<file path="src/rtl/c2c_r_arbiter.sv">
`default_nettype none
// +----------------------------------------------------------------------------+
// | Module  : c2c_r_arbiter                                                    |
// | Brief   : Two-master (fetch I / load D) to one c2c_r read slave arbiter.   |
// |           Data has priority, MAX_WAIT bounds fetch starvation.             |
// |           Optional ARB_STATS_EN adds stat_conflicts / stat_starve.         |
// | Revision: 1.0 - initial release                                            |
// +----------------------------------------------------------------------------+
module c2c_r_arbiter #(
   parameter int XLEN     = 32,
   parameter int MAX_WAIT = 4
) (
   input  logic            clk,
   input  logic            reset,
   input  logic            i_re,
   input  logic [XLEN-1:0] i_addr,
   input  logic [3:0]      i_sel,
   output logic [XLEN-1:0] i_data,
   output logic            i_ack,
   input  logic            d_re,
   input  logic [XLEN-1:0] d_addr,
   input  logic [3:0]      d_sel,
   output logic [XLEN-1:0] d_data,
   output logic            d_ack,
   output logic            m_re,
   output logic [XLEN-1:0] m_addr,
   output logic [3:0]      m_sel,
   input  logic [XLEN-1:0] m_data,
   input  logic            m_ack
`ifdef ARB_STATS_EN
   ,
   output logic [31:0]     stat_conflicts,
   output logic [31:0]     stat_starve
`endif
);

   localparam logic [3:0] c_max_wait = 4'(MAX_WAIT);

   typedef enum logic [1:0] {
      ST_IDLE  = 2'd0,
      ST_OWN_I = 2'd1,
      ST_OWN_D = 2'd2
   } state_t;

   state_t     r_state;
   state_t     w_state_nxt;
   logic [3:0] r_wait_cnt;
   logic [3:0] w_wait_nxt;
   logic       w_idle;
   logic       w_conflict;
   logic       w_forced;
   logic       w_grant_i;
   logic       w_grant_d;

   always_comb begin
      w_idle     = (r_state == ST_IDLE);
      w_conflict = w_idle & i_re & d_re;
      w_forced   = w_conflict & (r_wait_cnt == c_max_wait);
      w_grant_d  = w_idle & d_re & ~w_forced;
      w_grant_i  = w_idle & i_re & ~w_grant_d;
   end

   // Outputs are purely combinational; reset forces every output low at once.
   always_comb begin
      w_state_nxt = r_state;
      m_re        = 1'b0;
      m_addr      = '0;
      m_sel       = '0;
      i_ack       = 1'b0;
      i_data      = '0;
      d_ack       = 1'b0;
      d_data      = '0;
      case (r_state)
         ST_IDLE: begin
            if (w_grant_d) begin
               m_re   = 1'b1;
               m_addr = d_addr;
               m_sel  = d_sel;
               if (m_ack) begin
                  d_ack  = 1'b1;
                  d_data = m_data;
               end else begin
                  w_state_nxt = ST_OWN_D;
               end
            end else if (w_grant_i) begin
               m_re   = 1'b1;
               m_addr = i_addr;
               m_sel  = i_sel;
               if (m_ack) begin
                  i_ack  = 1'b1;
                  i_data = m_data;
               end else begin
                  w_state_nxt = ST_OWN_I;
               end
            end
         end
         ST_OWN_I: begin
            m_re   = 1'b1;
            m_addr = i_addr;
            m_sel  = i_sel;
            if (m_ack) begin
               w_state_nxt = ST_IDLE;
               // An aborted owner (re dropped) never sees its ack.
               if (i_re) begin
                  i_ack  = 1'b1;
                  i_data = m_data;
               end
            end
         end
         ST_OWN_D: begin
            m_re   = 1'b1;
            m_addr = d_addr;
            m_sel  = d_sel;
            if (m_ack) begin
               w_state_nxt = ST_IDLE;
               if (d_re) begin
                  d_ack  = 1'b1;
                  d_data = m_data;
               end
            end
         end
         default: w_state_nxt = ST_IDLE;
      endcase
      if (reset) begin
         m_re   = 1'b0;
         m_addr = '0;
         m_sel  = '0;
         i_ack  = 1'b0;
         i_data = '0;
         d_ack  = 1'b0;
         d_data = '0;
      end
   end

   always_comb begin
      w_wait_nxt = r_wait_cnt;
      if (w_idle) begin
         if (w_grant_i || !i_re) begin
            w_wait_nxt = 4'd0;
         end else if (w_grant_d && (r_wait_cnt != c_max_wait)) begin
            w_wait_nxt = r_wait_cnt + 4'd1;
         end
      end
   end

   always_ff @(posedge clk or posedge reset) begin
      if (reset) begin
         r_state    <= ST_IDLE;
         r_wait_cnt <= 4'd0;
      end else begin
         r_state    <= w_state_nxt;
         r_wait_cnt <= w_wait_nxt;
      end
   end

`ifdef ARB_STATS_EN
   logic [31:0] r_stat_conflicts;
   logic [31:0] r_stat_starve;

   always_ff @(posedge clk or posedge reset) begin
      if (reset) begin
         r_stat_conflicts <= '0;
         r_stat_starve    <= '0;
      end else begin
         if (w_conflict) r_stat_conflicts <= r_stat_conflicts + 32'd1;
         if (w_forced)   r_stat_starve    <= r_stat_starve + 32'd1;
      end
   end

   assign stat_conflicts = r_stat_conflicts;
   assign stat_starve    = r_stat_starve;
`endif

endmodule
`default_nettype wire

</file>
<file path="config.mk">
export PLATFORM = sky130hd
export DESIGN_NAME = c2c_r_arbiter
export DESIGN_NICKNAME = d
export VERILOG_FILES = /design/src/rtl/c2c_r_arbiter.sv
export SDC_FILE = /design/constraint.sdc
export NUM_CORES = 1
export LEC_CHECK = 0
export CAP_MARGIN = 5
export CORE_MARGIN = 5
export CORE_UTILIZATION = 29
export DETAILED_ROUTE_END_ITERATION = 8
export GPL_ROUTABILITY_DRIVEN = 1
export PLACE_DENSITY_LB_ADDON = 0.05
export SETUP_SLACK_MARGIN = 0.05
export SLEW_MARGIN = 20
export SYNTH_ARGS = -nofsm -noshare
export SYNTH_HDL_FRONTEND = slang
export SYNTH_SLANG_ARGS = --single-unit
</file>
<file path="constraint.sdc">
create_clock -name clk -period 2.4 [get_ports clk]
set_clock_uncertainty 0.1 [all_clocks]
set_input_delay 0.36 -clock clk [delete_from_list [all_inputs] [get_ports clk]]
set_output_delay 0.36 -clock clk [all_outputs]
set_load 0.05 [all_outputs]
</file>
==> impl_metrics.tcl, run 1 <==
set metrics [dict create \
    place_area_mm2 0.00477 \
    tritoncts "done" \
    regArea_um2 153 \
    p_leak_nw 2.51 \
    pwr-share-seq_pct 3.8 \
    finalSetupViolations 69 \
    routed_via_density 6.32 \
    grt.met2_usage_pct 51.5 \
    track_usage_pct 28.8 \
    synth_cell_type_count 36 \
    crit_start "r_state[0]" \
    internal_power_mw 2.16 \
    die_width_um 92.1 \
    row_count 30 \
    clockRootBuffer "clkbuf_8" \
    met1_usage_pct 34.1 \
    cts_made_buffers 3 \
    post-place-cells 582 \
    clk_pin_slew_ns 0.04 \
    cts_buffer_depth 2 \
    syn_nets 417 \
    crit_type "reg -> out" \
    path_max_fanout 8 \
    rsz0062_at_grt "yes" \
    ys_seq_area_share_pct 7.67 \
    core-area_mm2 0.00668 \
    fmax_ghz 0.397 \
    clkPwrFrac_pct 3.2 \
    ys_dominant_reg_cell "dfrtp_1" \
    detail-route-antenna-nets 0 \
    status "finished, violations left" \
    antenna_found_initial 3 \
    drc_errors 0 \
    top_usage_layer "met2" \
    slew_headroom_pct 73.6 \
    netlist_area_mm2 0.00196 \
    cp.required_ns 1.94 \
    yosysTopAreaCell "nand3_1" \
    r2r-start "r_state[0]" \
    netlist_instances 301 \
    yosysTopAreaCellShare_pct 18.9 \
    start_util_pct 29.3 \
    violations "negative setup slack" \
    finalWorstSetupSlack_ns -0.118 \
    drtIter0Drc 244 \
    drt_wl_total_mm 16.9 \
    period_share_pct 105 \
    cap_viol_max_count 0 \
    slew_violations 0 \
    synth_seq_cells 6 \
    irDropWorstVdd_mv 0.598 \
    swShare_pct 54.1 \
    die_area_mm2 0.00849 \
    hold_viol 0 \
    crit_chain "inv_4 > ha_4 > buf_4 > a31oi_4 > buf_6 > clkbuf_16 > nor3b_2 > buf_6" \
    avgSynthCellArea_um2 6.50 \
    synth_enable_flop_cells 0 \
    crit_path_end_kind "output port" \
    io_buffers 211 \
    critPathSlowestCell "dfrtp_2" \
    place_ws_ns -0.0637 \
    p_sw_mw 2.55 \
    routed-via-count 3908 \
    grt_max_degree 47 \
    place_congestion 0.809 \
    fillCellCount 211 \
    dpl.hpwl_mm 8.73 \
    first_pass_iters 9 \
    ys_warn_count 0 \
    final_util_pct 92.3 \
    clock-sinks 6 \
    cp.arrival_ns 2.06 \
    period_needed_ns 2.52 \
    holdWs_ns 0.363 \
    insertion_delay_ns 0.22 \
    grt.met3_usage_pct 6.15 \
    fin_area_mm2 0.00617 \
    worst_slew_pin_slew_ns 0.392 \
    instances_no_fill 618 \
    ctsHoldBuffers 0 \
    cts_max_level 1 \
    async_reset_ff_share_pct 100 \
    grt_pass1_vias 3381 \
    cpMostUsedCell "buf_6" \
    holdCritPathClass "in -> async" \
    finalNetCount 653 \
    synth_area_leaders "nand3_1 (19%), o221ai_1 (16%), nor3b_1 (13%)" \
    multiInputGateArea_mm2 0.00242 \
    wl_per_cell_um 27.4 \
    grt_overflow 0 \
    combPwrFrac_pct 93.0 \
    drive_above_1_share_pct 52.5 \
    top_level_ports 212 \
    grt_pass1_wl_mm 19.7 \
    cp_slowest_stage_delay_ns 0.46 \
    area_growth_pct 215 \
    dieHeight_um 92.1 \
    start_kind "flop" \
    power_density_mw_per_mm2 764 \
]
==> metrics by stage <==
step / total power [mW] / TNS (ns)
2_1_floorplan: 2.06 / -15.91
3_3_place_gp: 3.07 / -0.0778
3_5_place_dp: 3.11 / -1.64
4_1_cts: 4.02 / 0
5_1_grt: 4.85 / -8.20
6_report: 4.71 / -4.30
==> power by group through the flow <==
stage	Clock, mW	Sequential, mW	Combinational, mW
detailed placement	0	0.167	2.94
global placement	0	0.165	2.91
global route	0.159	0.185	4.50
floorplan	0	0.157	1.90
CTS	0.149	0.176	3.69
finish	0.149	0.181	4.38
==> cells in the mapped netlist, types with 2 or more instances <==
master    number
inv_1         43
buf_4          2
nor2_1         3
dfrtp_1        6
o21ai_0        2
and4b_1        2
nand2b_1       2
nor3b_1       33
nor2b_1        2
nand3_1       74
o221ai_1      36
ha_1           7
nand2_1        6
o21a_1         2
buf_2         14
clkbuf_2       2
clkbuf_1       9
and2_1        32
buf_1          7
==> timing repair <==
action                                  CTS  global route
gates cloned                              5             7
gates resized for setup                 155            64
endpoints found under the setup margin  101           101
pin swaps                                19            28
setup buffers                            12             6
hold endpoints to repair                  0             0
==> cells by family (layout without fill, tap and decap cells) <==
| kind of cell | Yosys count | after routing | synth area share (%) |
|---|---|---|---|
| compound gates | 50 | 50 | 22.3 |
| fa+ha+maj | 7 | 7 | 4.48 |
| buf+inv | 77 | 311 | 16.2 |
| flops | 6 | 6 | 7.67 |
| mux | 1 | 1 | 0.512 |
| other cells | 0 | 3 | 0 |
| simple gates | 160 | 160 | 48.8 |
==> worst max-delay path, delay by kind of cell, from the launching register on <==
| family | cells | cell delay (ns) |
|---|---|---|
| buf+inv | 5 | 0.81 |
| compound gates | 1 | 0.13 |
| simple gates | 1 | 0.25 |
| flops | 1 | 0.46 |
| fa+ha+maj | 1 | 0.18 |
==> layout make-up <==
cell class / instances / area share (%)
timing repair buffer: 265 / 53.2
inverter: 43 / 2.70
tap: 80 / 1.62
multi-input combinational: 218 / 39.2
sequential: 6 / 2.48
clock buffer: 3 / 0.670
antenna: 3 / 0.122
==> per-layer routing <==
| metal | share of wire (%) | wire, um | up-vias |
|---|---|---|---|
| met4 | 7.0 | 1180 | 0 |
| met2 | 49 | 8230 | 333 |
| met5 | 0 | 0 | - |
| met3 | 11 | 1800 | 101 |
| met1 | 34 | 5740 | 1901 |
| li1 | - | - | 1573 |
==> sequential cells by signal, summed over array words and instances (netlist names) <==
name and flops:
r_state 2, r_wait_cnt 4
==> worst paths after layout <==
path                                  to  slack (ns)  cells after the start
setup / recovery              d_data[31]       -0.12                      8
hold / removal                r_state[0]        0.36                      3
setup reg to reg           r_wait_cnt[3]        0.56                      5
hold reg to reg            r_wait_cnt[0]        0.50                      2
max in group asynchronous     r_state[1]        1.70                      3
min in group clk              r_state[0]        0.46                      3
==> cells in the final DEF, fill, tap and decap left out, drive strengths merged, types with 2 or more instances in the layout <==
cell type,synthesis,layout
diode,0,3
clkbuf,11,10
o21ai,2,2
nand2,6,6
dfrtp,6,6
clkdlybuf4s50,0,104
o21a,2,2
nor3b,33,33
nand3,74,74
inv,43,43
nand4b,2,2
nand2b,2,2
dlygate4sd2,0,3
and4b,2,2
ha,7,7
nor2,4,4
o221ai,36,36
and2,32,32
nor2b,2,2
buf,23,150
Power figures use the tool's default switching activity.
==> run 2, diff against run 1 <==
==> constraint.sdc (replaced) <==
create_clock -name clk -period 2.4 [get_ports clk]
set_clock_uncertainty 0.1 [all_clocks]
set_input_delay 0.36 -clock clk [delete_from_list [all_inputs] [get_ports clk]]
set_output_delay 0.36 -clock clk [all_outputs]
set_load 0.02 [all_outputs]
==> run 2 against run 1 <==
  * The flow still finishes with violations (negative setup slack)
  * First-iteration DRC count shrank 57%
  * Worst hold slack lost 0.090 ns
  * Cell area shrank 12%
  * Via count shrank 14%
  * Flip-flop and latch count is the same
  * Fmax shrank 1.0%
  * Die area is the same
  * Largest cell class unchanged
  * Largest power group unchanged
==> impl_metrics.tcl, run 2 (synthesis gave the netlist of run 1 again) <==
set metrics [dict create \
    routed-via-count 3377 \
    clk_pin_slew_ns 0.04 \
    wl_per_cell_um 19.1 \
    crit_family "buffers and inverters" \
    power_density_mw_per_mm2 662 \
    finalSetupViolations 41 \
    area_growth_pct 177 \
    p_sw_mw 1.65 \
    tritoncts "done" \
    largestRegisters "r_wait_cnt: 4 flops, r_state: 2 flops" \
    p_leak_nw 2.34 \
    irDropWorstVdd_mv 0.385 \
    r2r-start "r_state[1]" \
    crit_cells 9 \
    hold_viol 0 \
    drc_errors 0 \
    cts_made_buffers 3 \
    crit_type "reg -> out" \
    largest-register "r_wait_cnt" \
    rsz0062_at_grt "yes" \
    io_buffers 211 \
    drt_wl_total_mm 12.1 \
    final_util_pct 81.0 \
    cp.required_ns 1.94 \
    crit_path_end_kind "output port" \
    crit_chain "buf_4 > buf_4 > ha_2 > nor2_1 > a311oi_4 > buf_4 > clkbuf_16 > and2_1 > buf_6" \
    internal_power_mw 1.94 \
    grt_pass1_vias 3184 \
    r2r_slack_ns 0.65 \
    slew_headroom_pct 74.7 \
    grt_pass1_wl_mm 16.8 \
    finalWorstSetupSlack_ns -0.144 \
    slew_violations 0 \
    fin_area_mm2 0.00541 \
    ctsHoldBuffers 0 \
    row_count 30 \
    top_usage_layer "met2" \
    status "finished, violations left" \
    met1_usage_pct 26.7 \
    antenna_found_initial 0 \
    finalNetCount 670 \
    fmax_ghz 0.393 \
    place_congestion 0.802 \
    cp_slowest_stage_delay_ns 0.41 \
    first_pass_iters 4 \
    cap_viol_max_count 0 \
    track_usage_pct 24.0 \
    final_common_cell "clkdlybuf4s50_1" \
    worst_slew_pin_slew_ns 0.379 \
    crit_start "r_state[0]" \
    holdCritPathClass "in -> async" \
    clock-sinks 6 \
    critPathCapture "i_data[0]" \
    reg2reg_depth 6 \
    place_ws_ns -0.451 \
    grt_max_degree 40 \
    clockRootBuffer "clkbuf_8" \
    final.setup.tns_ns -2.88 \
    grt.met2_usage_pct 45.1 \
    grt.met3_usage_pct 5.58 \
    grt_overflow 0 \
    drtIter0Drc 106 \
    dpl.hpwl_mm 7.66 \
    cpMostUsedCell "buf_4" \
    period_share_pct 106 \
    swShare_pct 46.0 \
    final_cell_mix "clkdlybuf4s50_1 (106), buf_4 (100), nand3_1 (63)" \
    violations "negative setup slack" \
    die_width_um 92.1 \
    top_level_ports 212 \
    insertion_delay_ns 0.22 \
    cts_max_level 1 \
    cp_num_buf_inv 5 \
    detail-route-antenna-nets 0 \
    pwr-share-seq_pct 4.6 \
    dieHeight_um 92.1 \
    combPwrFrac_pct 91.1 \
    clkPwrFrac_pct 4.3 \
    routed_via_density 5.34 \
    start_util_pct 29.3 \
    path_max_fanout 16 \
    period_needed_ns 2.54 \
    critPathSlowestCell "dfrtp_2" \
    cp.arrival_ns 2.08 \
    antenna_cells 0 \
    core-area_mm2 0.00668 \
    r2r-end "r_wait_cnt[3]" \
    cts_buffer_depth 2 \
    drive_above_1_share_pct 47.8 \
    largest_register_ffs 4 \
    die_area_mm2 0.00849 \
    fin_total_pwr_mw 3.58 \
    place_area_mm2 0.00439 \
    start_kind "flop" \
]
run 2: cell count changes in the layout (fill, tap and decap cells not counted), moves of 6 or more:
cell and change:
o221ai_1 +13, buf_16 +6, nand3_2 +9, buf_12 -34, and2_1 +25, buf_4 +78, o221ai_4 -13, nor3b_4 -18
buf_6 -32, and2_4 -25, nand3_1 -11, nor3b_2 +14
run 2: tightest hold or removal path, cell delays in order:
cell           delay [ns]
dlygate4sd2_1        0.32
inv_1                0.10
buf_4                0.15
run 2: cell type report:
class | instances | area [um^2]
fill | 467 | 1270
multi-input combinational | 218 | 2040
tap | 80 | 100
clock buffer | 3 | 41.3
sequential | 6 | 151
inverter | 43 | 164
timing repair buffer | 282 | 2910
run 2: routing by layer:
| metal | wire (um) | part of all wire [%] | up-vias |
|---|---|---|---|
| li1 | - | - | 1610 |
| met1 | 4340 | 36 | 1593 |
| met2 | 6530 | 54 | 150 |
| met3 | 839 | 7.0 | 24 |
| met4 | 340 | 2.8 | 0 |
| met5 | 0 | 0 | - |
run 2: power by group through the flow:
stage                     sequential, mW  combinational (mW)  clock, mW
final                              0.164                3.27      0.154
after global routing               0.169                3.45      0.164
after CTS                          0.161                2.96      0.160
after detailed placement           0.157                2.22          0
after global placement             0.156                2.20          0
after floorplan                    0.157                1.11          0
run 2: worst min path at each step:
stage	start	endpoint	slack, ns	cells past startpoint
after global placement	r_state[0]	r_state[0]	0.53	2
after detailed placement	r_state[0]	r_state[0]	0.54	2
after floorplan	reset	r_state[0]	0.06	1
after CTS	reset	r_state[1]	0.28	3
final	reset	r_state[1]	0.27	3
after global routing	reset	r_wait_cnt[0]	0.32	3
run 2: metrics by stage:
stage,hold slack [ns],std cells
3_5_place_dp,0.537,594
6_report,0.273,632
5_1_grt,0.316,632
2_1_floorplan,0.0595,301
4_1_cts,0.277,621
3_3_place_gp,0.530,594
run 2: what timing repair did:
action,CTS,global route
setup endpoints to repair,103,102
setup buffers,15,7
resized for setup,594,149
pin swaps,9,17
cloned,9,7
==> RTL change (config.mk and constraints of run 2) <==
Add a define of `ARB_STATS_EN`.
--- a/src/rtl/c2c_r_arbiter.sv
+++ b/src/rtl/c2c_r_arbiter.sv
@@ -6,6 +6,8 @@
 // |           Optional ARB_STATS_EN adds stat_conflicts / stat_starve.         |
 // | Revision: 1.0 - initial release                                            |
 // +----------------------------------------------------------------------------+
+`define ARB_STATS_EN
+
 module c2c_r_arbiter #(
    parameter int XLEN     = 32,
    parameter int MAX_WAIT = 4
Behaviour (old outputs only; new: stat_conflicts and stat_starve): unchanged (equiv_simple and equiv_induct, registers matched by name and starting in step).
==> RTL change against run 2 <==
  * The flow still finishes with violations (negative setup slack)
  * Synthesized area rose by 120%
  * Count of clock-buffer cells in the layout is 8 higher
  * First-iteration DRC count rose by 93%
  * Sequential cell count is 64 higher
  * Setup slack got worse by 0.073 ns
  * Power grew 41%
  * Wire length is 40% higher
  * Non-clock buffer count is 58 higher
  * Design area grew 50%
  * Die area is 100% higher
  * Clock power grew to 8.4 times the old value
  * Critical path type unchanged
  * Largest cell class unchanged
  * Largest power group unchanged
==> RTL change: results (changes against run 2) <==
[status]
status = finished, violations left
violations = negative setup slack

[critical_path]
r2r_end = stat_starve[29]$_DFFE_PP0P_
reg2reg_from = r_state[1]$_DFFE_PP0P_
crit_path_max_incr_delay_ns = 0.38  ; -0.03 ns
slowest_stage = dfrtp_1
rrSetupSlack_ns = 0.21  ; -0.44 ns
crit_fanout = 12  ; -4
cp-endpoint = m_addr[2]
critPathArrivalTime_ns = 2.16  ; +0.08 ns

[global_routing]
grt_pass1_vias = 4764  ; +50%
met2_usage = 0.318  ; -0.134
grt_util_met1 = 0.234  ; -0.0333
grt_first_pass_wirelength_mm = 26.8  ; +60%
antenna_found_initial = 2  ; +2
grt_max_degree = 34  ; -15%
grt_use_met3 = 0.0669  ; +0.0111

[hold_path]
worstHoldStart = stat_conflicts[31]$_DFFE_PP0P_

[sta]
setup_ws_ns = -0.217  ; -0.0726 ns
setup_viol = 100  ; +140%
timing.slew.headroom = 0.682  ; -0.0656
fin_hold_ws_ns = 0.369  ; +0.0960 ns
tns_ns = -9.99  ; -7.11 ns

[power]
p_leak_nw = 3.75  ; +60%
p_comb_frac = 0.480  ; -0.431
seq_power_mw = 1.33  ; +710%
ir_worst_vdd_uv = 301  ; -22%
p_int_mw = 3.37  ; +74%
powerDensity_nw_per_um2 = 621  ; -6.3%

[clocking]
clockBufferDepth = 2  ; unchanged
cts_setup_buffers = 20  ; +5
htreeDepth = 3  ; +2
cts_made_buffers = 9  ; +6
clockRootBuffer = clkbuf_16

[place]
gp_congestion = 0.857  ; +6.8%
placement.setup.worst_slack_ns = -0.532  ; -0.0807 ns
hpwl_mm = 13.1  ; +71%
port_buffers = 275  ; +30%
dp_cells = 916  ; +54%
placed_cell_area_sq_um = 7530  ; +72%

[final_layout]
fillers = 1312  ; +180%
fin_cells = 960  ; +52%
syn_to_final_growth_pct = 90.9
fin_nets = 888  ; +33%
layout-drive-gt1-share = 0.276  ; -0.202

[yosys]
synthTopCellsByArea = dfrtp_1, and2_1, xnor2_1, a22o_1, xor2_1
synth_fp_nets = 551  ; +32%
synth.distinct_cells = 42  ; +17%
synth_seq_area_share = 0.412  ; +0.335
synthCells = 433  ; +44%
synth_top_cells_by_count = dfrtp_1, and2_1, xnor2_1, nand2_1, a22o_1

[route]
post_drt_wl_per_cell_um = 17.6  ; -7.9%
wl_met3_mm = 1.29  ; +54%
drtIter0Drc = 205  ; +93%
wl_met2_mm = 8.38  ; +28%
drt-met1-wl_mm = 6.88  ; +59%
num_vias = 4488  ; +33%

## RTL change: cell types whose count changed after synthesis, moves of 8 or more
cell      delta
a22o_1      +36
and2_1      +36
and4_1       +8
dfrtp_1     +64
inv_1       -31
nand2_1     +31
nand3_1     -49
nand4_1     +13
nor2_1      +19
nor3_1       +9
nor3b_1     -33
o221ai_1    -35
xnor2_1     +39
xor2_1      +23
## RTL change: cell families (layout without fill, tap and decap cells)
logic type,after synthesis,after routing,share of synthesized area
and+or+nand+nor,212,212,0.302
other,0,2,0
xor gates and xnor gates,62,62,0.128
buffers and inverters,26,367,0.0259
AOI/OAI and AO/OA,53,53,0.104
adders and majority gates,9,9,0.0265
DFF,70,70,0.412
muxes,1,1,0.00265
## RTL change: final cells by class
class                   count  share of cell area
diodes                      2            0.000617
inverters                  12             0.00555
flip-flops and latches     70               0.216
clock inverters             4             0.00586
well taps                 184              0.0284
repair buffers            340               0.410
clock buffers              11              0.0299
multi-input cells         337               0.304
